===== config.mk =====
export PLATFORM = sky130hd
export DESIGN_NAME = led_palette_fader
export DESIGN_NICKNAME = d
export VERILOG_FILES = /design/src/rtl/led_pwm_pkg.sv /design/src/rtl/led_gamma_lut.sv /design/src/rtl/led_palette_fader.sv
export SDC_FILE = /design/constraint.sdc
export NUM_CORES = 1
export LEC_CHECK = 0
export CORE_MARGIN = 5
export CORE_UTILIZATION = 25
export CTS_CLUSTER_SIZE = 14
export DETAILED_ROUTE_END_ITERATION = 8
export PLACE_DENSITY = 0.41
export RECOVER_POWER = 100
export SLEW_MARGIN = 0
export SYNTH_ARGS = -nofsm -noshare
export SYNTH_HDL_FRONTEND = slang
export SYNTH_SLANG_ARGS = --single-unit

===== constraint.sdc =====
create_clock -name i_clk -period 3.9 [get_ports i_clk]
set_clock_uncertainty 0.05 [all_clocks]
set_input_delay 0.975 -clock i_clk [delete_from_list [all_inputs] [get_ports i_clk]]
set_output_delay 0.975 -clock i_clk [all_outputs]
set_load 0.005 [all_outputs]

===== src/rtl/led_pwm_pkg.sv =====
// ---------------------------------------------------------------------------
// led_pwm_pkg
// Shared types and helpers for the LED palette fader.
//   t_led_byte           : one 8-bit channel value
//   t_fader_state        : fader FSM state encoding
//   c_filament_on_value  : full-brightness channel value
//   c_filament_off_value : dark channel value (also the reset value)
//   step_toward()        : one bounded fade step of a channel toward its target
// ---------------------------------------------------------------------------
package led_pwm_pkg;

  typedef logic [7:0] t_led_byte;

  typedef enum logic [1:0] {
    S_IDLE,
    S_LOAD,
    S_FADE
  } t_fader_state;

  localparam t_led_byte c_filament_on_value  = 8'hFF;
  localparam t_led_byte c_filament_off_value = 8'h00;

  // Move cur toward tgt by at most step. When the remaining gap is no larger
  // than step we land exactly on tgt, so the result can neither overshoot nor
  // wrap past 8'h00 / 8'hFF.
  function automatic t_led_byte step_toward(input t_led_byte cur,
                                            input t_led_byte tgt,
                                            input t_led_byte step);
    t_led_byte gap;
    t_led_byte res;
    res = cur;
    gap = 8'h00;
    if (tgt > cur) begin
      gap = tgt - cur;
      res = (gap > step) ? cur + step : tgt;
    end else if (tgt < cur) begin
      gap = cur - tgt;
      res = (gap > step) ? cur - step : tgt;
    end
    return res;
  endfunction

endpackage


===== src/rtl/led_gamma_lut.sv =====
// ---------------------------------------------------------------------------
// led_gamma_lut
// Registered gamma-2.2 correction of one 8-bit channel (one cycle latency).
// Only instantiated by led_palette_fader when LED_FADER_GAMMA_EN is defined.
//   i_clk   : clock
//   i_srst  : synchronous active-high reset, clears the output to 8'h00
//   i_value : linear channel value
//   o_value : gamma-corrected value, lookup(0)=0 and lookup(255)=255
// ---------------------------------------------------------------------------
module led_gamma_lut
  import led_pwm_pkg::*;
(
  input  logic      i_clk,
  input  logic      i_srst,
  input  t_led_byte i_value,
  output t_led_byte o_value
);

  // x^2.2 on the normalised range is approximated by 0.8*x^2 + 0.2*x^3,
  // evaluated in integers as (4*255*x^2 + x^3) / (5*255^2) with rounding.
  // Both endpoints map exactly, and the divisor is a constant so this folds
  // into a fixed table.
  function automatic t_led_byte gamma22(input t_led_byte x);
    logic [31:0] xw;
    logic [31:0] num;
    xw  = 32'(x);
    num = 32'd1020 * xw * xw + xw * xw * xw + 32'd162562;
    return t_led_byte'(num / 32'd325125);
  endfunction

  t_led_byte value_q;

  always_ff @(posedge i_clk) begin
    if (i_srst) begin
      value_q <= c_filament_off_value;
    end else begin
      value_q <= gamma22(i_value);
    end
  end

  assign o_value = value_q;

endmodule


===== src/rtl/led_palette_fader.sv =====
// ---------------------------------------------------------------------------
// led_palette_fader
// Fades a palette of RGB and single-filament LEDs from its current values
// toward an accepted target palette, one bounded step per step tick.
// Optional build macro: LED_FADER_GAMMA_EN -- when defined, every output byte
// is the registered gamma-2.2 lookup of its current byte (+1 cycle latency).
//   i_clk / i_srst          : clock, synchronous active-high reset
//   i_tgt_valid/o_tgt_ready : target palette handshake
//   i_tgt_red/green/blue    : target RGB bytes, LED k at [8k+7:8k]
//   i_tgt_lumin             : target basic-LED bytes, same packing
//   o_color_led_*_value     : current RGB palette toward the PWM driver
//   o_basic_led_lumin_value : current basic palette
//   o_fade_busy             : high while the palette is not settled
// ---------------------------------------------------------------------------
module led_palette_fader
  import led_pwm_pkg::*;
#(
  parameter int parm_color_led_count = 4,
  parameter int parm_basic_led_count = 4,
  parameter int parm_FCLK            = 40_000_000,
  parameter int parm_step_period_ms  = 2,
  parameter int parm_step_size       = 4
) (
  input  logic                              i_clk,
  input  logic                              i_srst,
  input  logic                              i_tgt_valid,
  output logic                              o_tgt_ready,
  input  logic [8*parm_color_led_count-1:0] i_tgt_red,
  input  logic [8*parm_color_led_count-1:0] i_tgt_green,
  input  logic [8*parm_color_led_count-1:0] i_tgt_blue,
  input  logic [8*parm_basic_led_count-1:0] i_tgt_lumin,
  output logic [8*parm_color_led_count-1:0] o_color_led_red_value,
  output logic [8*parm_color_led_count-1:0] o_color_led_green_value,
  output logic [8*parm_color_led_count-1:0] o_color_led_blue_value,
  output logic [8*parm_basic_led_count-1:0] o_basic_led_lumin_value,
  output logic                              o_fade_busy
);

  localparam int          c_nc          = parm_color_led_count;
  localparam int          c_nb          = parm_basic_led_count;
  localparam int          c_step_cycles = parm_FCLK / 1000 * parm_step_period_ms;
  localparam logic [31:0] c_tick_reload = 32'(c_step_cycles - 1);
  localparam t_led_byte   c_step        = t_led_byte'(parm_step_size);

  logic [31:0]  tick_cnt_q, tick_cnt_d;
  logic         tick;
  t_fader_state state_q, state_d;
  logic         busy_q;
  logic         handshake;
  logic         step_en;
  logic         all_equal;

  t_led_byte red_q   [c_nc];
  t_led_byte red_d   [c_nc];
  t_led_byte green_q [c_nc];
  t_led_byte green_d [c_nc];
  t_led_byte blue_q  [c_nc];
  t_led_byte blue_d  [c_nc];
  t_led_byte lumin_q [c_nb];
  t_led_byte lumin_d [c_nb];

  t_led_byte tgt_red_q   [c_nc];
  t_led_byte tgt_red_d   [c_nc];
  t_led_byte tgt_green_q [c_nc];
  t_led_byte tgt_green_d [c_nc];
  t_led_byte tgt_blue_q  [c_nc];
  t_led_byte tgt_blue_d  [c_nc];
  t_led_byte tgt_lumin_q [c_nb];
  t_led_byte tgt_lumin_d [c_nb];

  // Free-running step timebase: only reset touches it, so handshakes never
  // shift the tick phase.
  always_comb begin
    tick       = (tick_cnt_q == 32'd0);
    tick_cnt_d = tick ? c_tick_reload : tick_cnt_q - 32'd1;
  end

  always_ff @(posedge i_clk) begin
    if (i_srst) begin
      tick_cnt_q <= c_tick_reload;
    end else begin
      tick_cnt_q <= tick_cnt_d;
    end
  end

  assign handshake = i_tgt_valid & o_tgt_ready;

  // A handshake takes priority over a coincident tick: no step that cycle.
  assign step_en = (state_q == S_FADE) && tick && !handshake;

  always_comb begin
    all_equal = 1'b1;
    for (int k = 0; k < c_nc; k++) begin
      if (red_q[k] != tgt_red_q[k] || green_q[k] != tgt_green_q[k] ||
          blue_q[k] != tgt_blue_q[k]) begin
        all_equal = 1'b0;
      end
    end
    for (int k = 0; k < c_nb; k++) begin
      if (lumin_q[k] != tgt_lumin_q[k]) begin
        all_equal = 1'b0;
      end
    end
  end

  // FSM state register; busy is registered from the next state so that it
  // always equals (state != S_IDLE).
  always_ff @(posedge i_clk) begin
    if (i_srst) begin
      state_q <= S_IDLE;
      busy_q  <= 1'b0;
    end else begin
      state_q <= state_d;
      busy_q  <= (state_d != S_IDLE);
    end
  end

  always_comb begin
    state_d = state_q;
    case (state_q)
      S_IDLE: begin
        if (handshake) state_d = S_LOAD;
      end
      S_LOAD: begin
        state_d = S_FADE;
      end
      S_FADE: begin
        if (handshake) begin
          state_d = S_LOAD;
        end else if (all_equal) begin
          state_d = S_IDLE;
        end
      end
      default: begin
        state_d = S_IDLE;
      end
    endcase
  end

  always_comb begin
    o_tgt_ready = !i_srst && (state_q != S_LOAD);
  end

  assign o_fade_busy = busy_q;

  always_comb begin
    tgt_red_d   = tgt_red_q;
    tgt_green_d = tgt_green_q;
    tgt_blue_d  = tgt_blue_q;
    tgt_lumin_d = tgt_lumin_q;
    red_d       = red_q;
    green_d     = green_q;
    blue_d      = blue_q;
    lumin_d     = lumin_q;
    if (handshake) begin
      for (int k = 0; k < c_nc; k++) begin
        tgt_red_d[k]   = i_tgt_red[8*k +: 8];
        tgt_green_d[k] = i_tgt_green[8*k +: 8];
        tgt_blue_d[k]  = i_tgt_blue[8*k +: 8];
      end
      for (int k = 0; k < c_nb; k++) begin
        tgt_lumin_d[k] = i_tgt_lumin[8*k +: 8];
      end
    end
    if (step_en) begin
      for (int k = 0; k < c_nc; k++) begin
        red_d[k]   = step_toward(red_q[k], tgt_red_q[k], c_step);
        green_d[k] = step_toward(green_q[k], tgt_green_q[k], c_step);
        blue_d[k]  = step_toward(blue_q[k], tgt_blue_q[k], c_step);
      end
      for (int k = 0; k < c_nb; k++) begin
        lumin_d[k] = step_toward(lumin_q[k], tgt_lumin_q[k], c_step);
      end
    end
  end

  always_ff @(posedge i_clk) begin
    if (i_srst) begin
      for (int k = 0; k < c_nc; k++) begin
        red_q[k]       <= c_filament_off_value;
        green_q[k]     <= c_filament_off_value;
        blue_q[k]      <= c_filament_off_value;
        tgt_red_q[k]   <= c_filament_off_value;
        tgt_green_q[k] <= c_filament_off_value;
        tgt_blue_q[k]  <= c_filament_off_value;
      end
      for (int k = 0; k < c_nb; k++) begin
        lumin_q[k]     <= c_filament_off_value;
        tgt_lumin_q[k] <= c_filament_off_value;
      end
    end else begin
      red_q       <= red_d;
      green_q     <= green_d;
      blue_q      <= blue_d;
      lumin_q     <= lumin_d;
      tgt_red_q   <= tgt_red_d;
      tgt_green_q <= tgt_green_d;
      tgt_blue_q  <= tgt_blue_d;
      tgt_lumin_q <= tgt_lumin_d;
    end
  end

`ifdef LED_FADER_GAMMA_EN
  for (genvar k = 0; k < c_nc; k++) begin : g_color_gamma
    led_gamma_lut u_red (
      .i_clk   (i_clk),
      .i_srst  (i_srst),
      .i_value (red_q[k]),
      .o_value (o_color_led_red_value[8*k +: 8])
    );
    led_gamma_lut u_green (
      .i_clk   (i_clk),
      .i_srst  (i_srst),
      .i_value (green_q[k]),
      .o_value (o_color_led_green_value[8*k +: 8])
    );
    led_gamma_lut u_blue (
      .i_clk   (i_clk),
      .i_srst  (i_srst),
      .i_value (blue_q[k]),
      .o_value (o_color_led_blue_value[8*k +: 8])
    );
  end
  for (genvar k = 0; k < c_nb; k++) begin : g_basic_gamma
    led_gamma_lut u_lumin (
      .i_clk   (i_clk),
      .i_srst  (i_srst),
      .i_value (lumin_q[k]),
      .o_value (o_basic_led_lumin_value[8*k +: 8])
    );
  end
`else
  for (genvar k = 0; k < c_nc; k++) begin : g_color_out
    assign o_color_led_red_value[8*k +: 8]   = red_q[k];
    assign o_color_led_green_value[8*k +: 8] = green_q[k];
    assign o_color_led_blue_value[8*k +: 8]  = blue_q[k];
  end
  for (genvar k = 0; k < c_nb; k++) begin : g_basic_out
    assign o_basic_led_lumin_value[8*k +: 8] = lumin_q[k];
  end
`endif

endmodule


* Word level (Yosys, flattened, before mapping) *
Cells that the tools add are included.

word-level totals
  input port bits = 131
  register bits = 291
  bits in writable memories = 0
  ROM bits = 0
  memories = 0
  bits in latches = 0

cells by class
  multiply operators = 0
  reduce and logical (&&, ||, !) cells = 49
  add/sub/neg operators = 65
  bitwise operators = 1
  muxes and demuxes = 76
  $lt $le $gt $ge = 64
  shift-type cells = 0
  equal/unequal tests = 19
  div/mod/pow operators = 0

operator list
  cell                     count
  $mux W8                  64
  $gt A8 B3 Y1 const B     32
  $sub A8 B8 Y8            32
  $add A8 B3 Y8 const B    16
  $gt A8 B8 Y1             16
  $lt A8 B8 Y1             16
  $ne A8 B8 Y1             16
  $sub A8 B3 Y8 const B    16
  $reduce_bool A2 Y1       17
  $logic_not A32 Y1        1
  $reduce_and A2 Y1        16
  $sub A32 B1 Y32 const B  1
  $logic_or A1 B1 Y1       8
  $mux W1                  8
  $mux W2                  3
  $pmux W2 S3              1
  $logic_and A1 B1 Y1      3
  $eq A2 B1 Y1 const B     1
  $eq A2 B2 Y1 const B     1
  $logic_not A1 Y1         2
  $logic_not A2 Y1         1
  $ne A2 B1 Y1 const B     1
  $reduce_or A2 Y1         1
  $and A1 B1 Y1            1

* Longest topological paths before layout *
  depth after elaboration = 15
  gate-level depth with buffers = 14

* Worst setup path after synthesis *
Ideal clock, no wire load.

  path type = reg-to-reg
  from = register red_q, in the netlist o_color_led_red_value[11]
  to = register red_q, in the netlist o_color_led_red_value[13]
  arrival = 3262 ps
  data required time = 3780 ps
  cell stages (with the launch flop) = 13
  slack = 518 ps
  period minus slack after synthesis = 3382 ps
  cell sequence = dfxtp_1 > inv_1 > ha_1 > clkbuf_1 > a21o_1 > a21o_1 > a211oi_1 > mux2_2 > o2bb2ai_1 > clkbuf_1 > nor3_1 > a2111o_1 > a21oi_1

between the ends
  longest elaborated chain between the ends = 5
  elaborated cells on any way between the ends = 14
  classes of those cells = add/sub: 4; order compare: 4; mux: 4; reduce/logical: 2

RTL lines
  item                              line                      RTL
  start: declaration                led_palette_fader.sv:53   t_led_byte red_q [c_nc];
  start signal: indexed assignment  led_palette_fader.sv:180  red_q[k] <= c_filament_off_value;
  start signal: assignment          led_palette_fader.sv:192  red_q <= red_d;
  $sub A8 B8 Y8                     led_pwm_pkg.sv:37         gap = cur - tgt;
  $gt A8 B3 Y1                      led_pwm_pkg.sv:38         res = (gap > step) ? cur - step : tgt;
  $mux W8                           led_pwm_pkg.sv:38
  $mux W8                           led_pwm_pkg.sv:36         end else if (tgt < cur) begin
  $mux W8                           led_pwm_pkg.sv:33         if (tgt > cur) begin

Several ways; a longest one is shown, not always the timed one. The select of a mux whose other input is x is not followed.
A chain may end at the register's enable or synchronous reset.

* Worst setup path after layout *
  from = register tick_cnt_q[17]
  to = register green_q, in the netlist o_color_led_green_value[8]

between the ends
  longest elaborated chain between the ends = 4

RTL lines
  item                              line                      RTL
  start: declaration                led_palette_fader.sv:45   logic [31:0] tick_cnt_q, tick_cnt_d;
  start signal: assignment          led_palette_fader.sv:80   tick_cnt_q <= c_tick_reload;
  start signal: assignment          led_palette_fader.sv:82   tick_cnt_q <= tick_cnt_d;
  $logic_not A32 Y1                 led_palette_fader.sv:74   tick = (tick_cnt_q == 32'd0);
  $logic_and A1 B1 Y1 (2 in a row)  led_palette_fader.sv:89   assign step_en = (state_q == S_FADE) && tick && !handshake;
  $reduce_and A2 Y1 (no line)       n/a
  end signal: indexed assignment    led_palette_fader.sv:181  green_q[k] <= c_filament_off_value;
  end signal: assignment            led_palette_fader.sv:193  green_q <= green_d;
  end: declaration                  led_palette_fader.sv:55   t_led_byte green_q [c_nc];

Every way passes these cells.

==> impl_results.md <==
* Status: finished with violations
* Failing checks: capacitance limit, slew limit
* Mapped Cells at 3260
* Setup TNS at 0 ns
* Worst endpoint required time at 4.32 ns
* Clock buffer depth at 3
* Routability cong. at 0.820
* Largest net degree at the start of global routing at 161
* CP max-delay cell: or4_1
* Metal2 WL at 40.9 mm
* Synth cell types at 93
* Slew Viols, Final at 161
* Crit-path leading delay family: simple AND/OR/NAND/NOR gates
* Post-Route WL at 88.8 mm
* Post-CTS Setup Bufs at 0
* Htree depth at 2
* CTS buffer count at 45
* CP max FO at 8
* Top sig layer: met5
* CP Buf/Inv Count at 1
* Critical path startpoint category: flip-flop
* Antenna-violating nets left at 0
* Final Power at 0.0108 W
* Final worst path period share at 92.8%
* Via count at 24300
* CP most frequent cell: or4_1
* Crit. End Element: flip-flop
* VDD IR max at approximately 0.26 mV
* Reg clk slew, reported paths at 0.06 ns
* Vias in the first global route at 23800
* Most frequent cell after synthesis: nand2_1
* Lkg Pwr at 12.4 nW
* Core box area at between 90000 and 100000 um2
* Final layout net count at 3952
* Drt first pass iters at 7
* Post-Synth Simple-Gate Area at 22.6%
* Height of the chip at approximately 320 um
* Critical Path AT at 4.03 ns
* Largest stage delay on the critical path at 0.67 ns
* Synth area leader: dfxtp_1
* M1 WL at 42.1 mm
* RSZ-0062 raised after global routing: false
* Slew headroom at -28.7%
* Post-route minimum period at between 3 and 4 ns
* Hold depth at 1
* Total track usage at ~16%
* Worst-Margin Slew at 1.93 ns
* Seq/Total Area, Yosys at 23.7%
* DIE WIDTH at 324 um
* Crit path cell chain: or4_1 > nor4_4 > nand2b_1 > or4_1 > nand4b_4 > clkbuf_2 > a2111oi_2 > mux2i_1 > nor2_1
* Vias per cell at 4.98
* DRC violations left at 0
* Grt ovf at 0
* Met3 Wirelength at 3.96 mm
* Drt initial violations at 1447
* CTS Hold Buffers Added at 0
* Max Fclk at approximately 0.28 GHz
* Post-synthesis net count at 3664
* Full die area at about 100000 um2
* Routed WL per cell at 18.2 um
* Crit path kind: flip-flop to flip-flop
* R2R cell count at 9
* Synth cell count leaders: nand2_1, inv_1, dfxtp_1
* Area growth syn-to-layout at 24.9%
* Fin util at 31.4%
* Multiplexer area fraction after synthesis at 4.19%
* Synth top area cells: dfxtp_1, ha_1, nand2_1
* Hold Fails Final Rpt at 0
* Post-synth EDFFs at 0
* Ys async rst share at 0%
* Initial antenna violation count at 8
* Post-Syn Area per Cell at 7.55 um2
* Synth Flop Type: dfxtp_1
* Mapped cell area at between 20000 and 25000 um2
* First-pass GRT wire length at 138 mm
* CTS tree: yes
* Initial Utilization at between 20% and 30%
* Top cell type's share of synthesized area at 23.7%
* Adder-cell share of the synthesized area at around 14%
* Number of synthesized register bits at 291
* Synth Area in Compound Gates at between 20% and 30%
* Warnings from Yosys at 0
* Post-DP HPWL at 66.5 mm
* Worst path depth at 9
* Port Buffer Count at 260
* Largest family of logic cells by synthesized area: compound AO/OA/AOI/OAI gates
* Sink Count at 291
* Pwr Density at roughly 350 nW/um2
* Layout cells sized above 1 at 6.31%
* Synth Area in XOR/XNOR at 3.70%
* Max Cap Viol at 1
* Worst-Skew Late Latency at slightly above 0.6 ns
* # rows at roughly 120
* Root buf cell: clkbuf_16
* Hold crit path type: flip-flop to flip-flop
* I/O pin count at 261
* Final Setup Violations at 0
-- flip-flops by register name (all words and copies together), names as in the netlist --
name / count
tgt_lumin_q: 32
tgt_blue_q: 32
tgt_green_q: 32
o_color_led_blue_value: 32
o_basic_led_lumin_value: 32
state_q: 2
o_color_led_green_value: 32
tick_cnt_q: 32
o_fade_busy: 1
o_color_led_red_value: 32
tgt_red_q: 32
-- power by group --
group / total [W] / switching [W] / leakage, nW / internal [W]
Clock: 0.00479 / 0.00169 / 0.834 / 0.00310
Combinational: 0.00285 / 0.00168 / 9.22 / 0.00117
Sequential: 0.00319 / 0.000106 / 2.37 / 0.00308
Total: 0.0108 / 0.00347 / 12.4 / 0.00735
-- stage by stage --
step	cell area [um2]	instances	hold WS (ns)	setup slack, ns
floorplan	24600	3260	0.334	0.518
global placement	29200	4788	0.354	0.329
detailed placement	29200	4788	0.363	0.232
CTS	30900	4869	0.376	0.164
global route	30700	4870	0.391	0.0304
finish	30700	4875	0.368	0.281
-- what timing repair did --
| item | 4_1_cts | 5_1_grt |
|---|---|---|
| endpoints found under the setup margin | 0 | 1 |
| endpoints found under the hold margin | 0 | 0 |
| gates resized for setup | 0 | 1 |
-- cell usage in the layout, fill, tap and decap left out, types with 22 or more instances in the layout --
cell type,Yosys,routed
a21oi_1,190,191
inv_1,306,305
or4_1,20,22
or2_2,25,23
dlygate4sd3_1,0,106
clkbuf_1,121,36
o21a_1,34,34
xnor2_1,47,47
nor2b_1,50,50
xor2_1,57,57
dfxtp_1,291,291
or3_1,26,26
buf_4,2,70
nand3_1,102,102
a31oi_1,46,46
mux2i_1,85,85
a211oi_1,47,47
ha_1,273,273
clkbuf_16,0,47
o21ai_0,174,177
nor2_1,242,244
nand2b_1,35,35
nor3_1,97,97
a21o_1,44,44
o31ai_1,130,130
clkdlybuf4s50_1,0,153
a221oi_1,25,25
nand2_1,365,365
nor4_1,34,34
and2_1,40,31
and3_1,22,22
-- kinds of logic (layout without fill, tap and decap cells) --
logic type                 after synthesis  after routing
and+or+nand+nor                       1137           1137
AOI/OAI and AO/OA                      912            912
buffers and inverters                  440            762
DFF                                    291            291
adders and majority gates              275            275
xor gates and xnor gates               104            104
muxes                                  101            101
other                                    0              6
-- metal layers --
metal / vias up / global-route usage [%]
li1: 12300 / -
met3: 106 / 2.92
met2: 446 / 27.5
met1: 11400 / 21.9
met5: - / 0
met4: 2 / 3.90
-- final cells by class --
type / instances / area [um2]
Clock inverter: 24 / 439
Clock buffer: 57 / 1270
Sequential cell: 291 / 5830
Timing Repair Buffer: 373 / 3320
Multi-Input combinational cell: 2529 / 17100
Inverter: 308 / 1160
Fill cell: 10500 / 67300
Tap cell: 1287 / 1610
Antenna cell: 6 / 15.0
-- worst paths after layout --
check,slack [ns],startpoint,to
setup / recovery,0.28,tick_cnt_q[17],o_color_led_green_value[8]
setup reg to reg,0.28,tick_cnt_q[17],o_color_led_green_value[8]
hold / removal,0.37,tick_cnt_q[0],tick_cnt_q[0]
hold reg to reg,0.37,tick_cnt_q[0],tick_cnt_q[0]
Note: power is estimated with default switching activity, not from simulation.
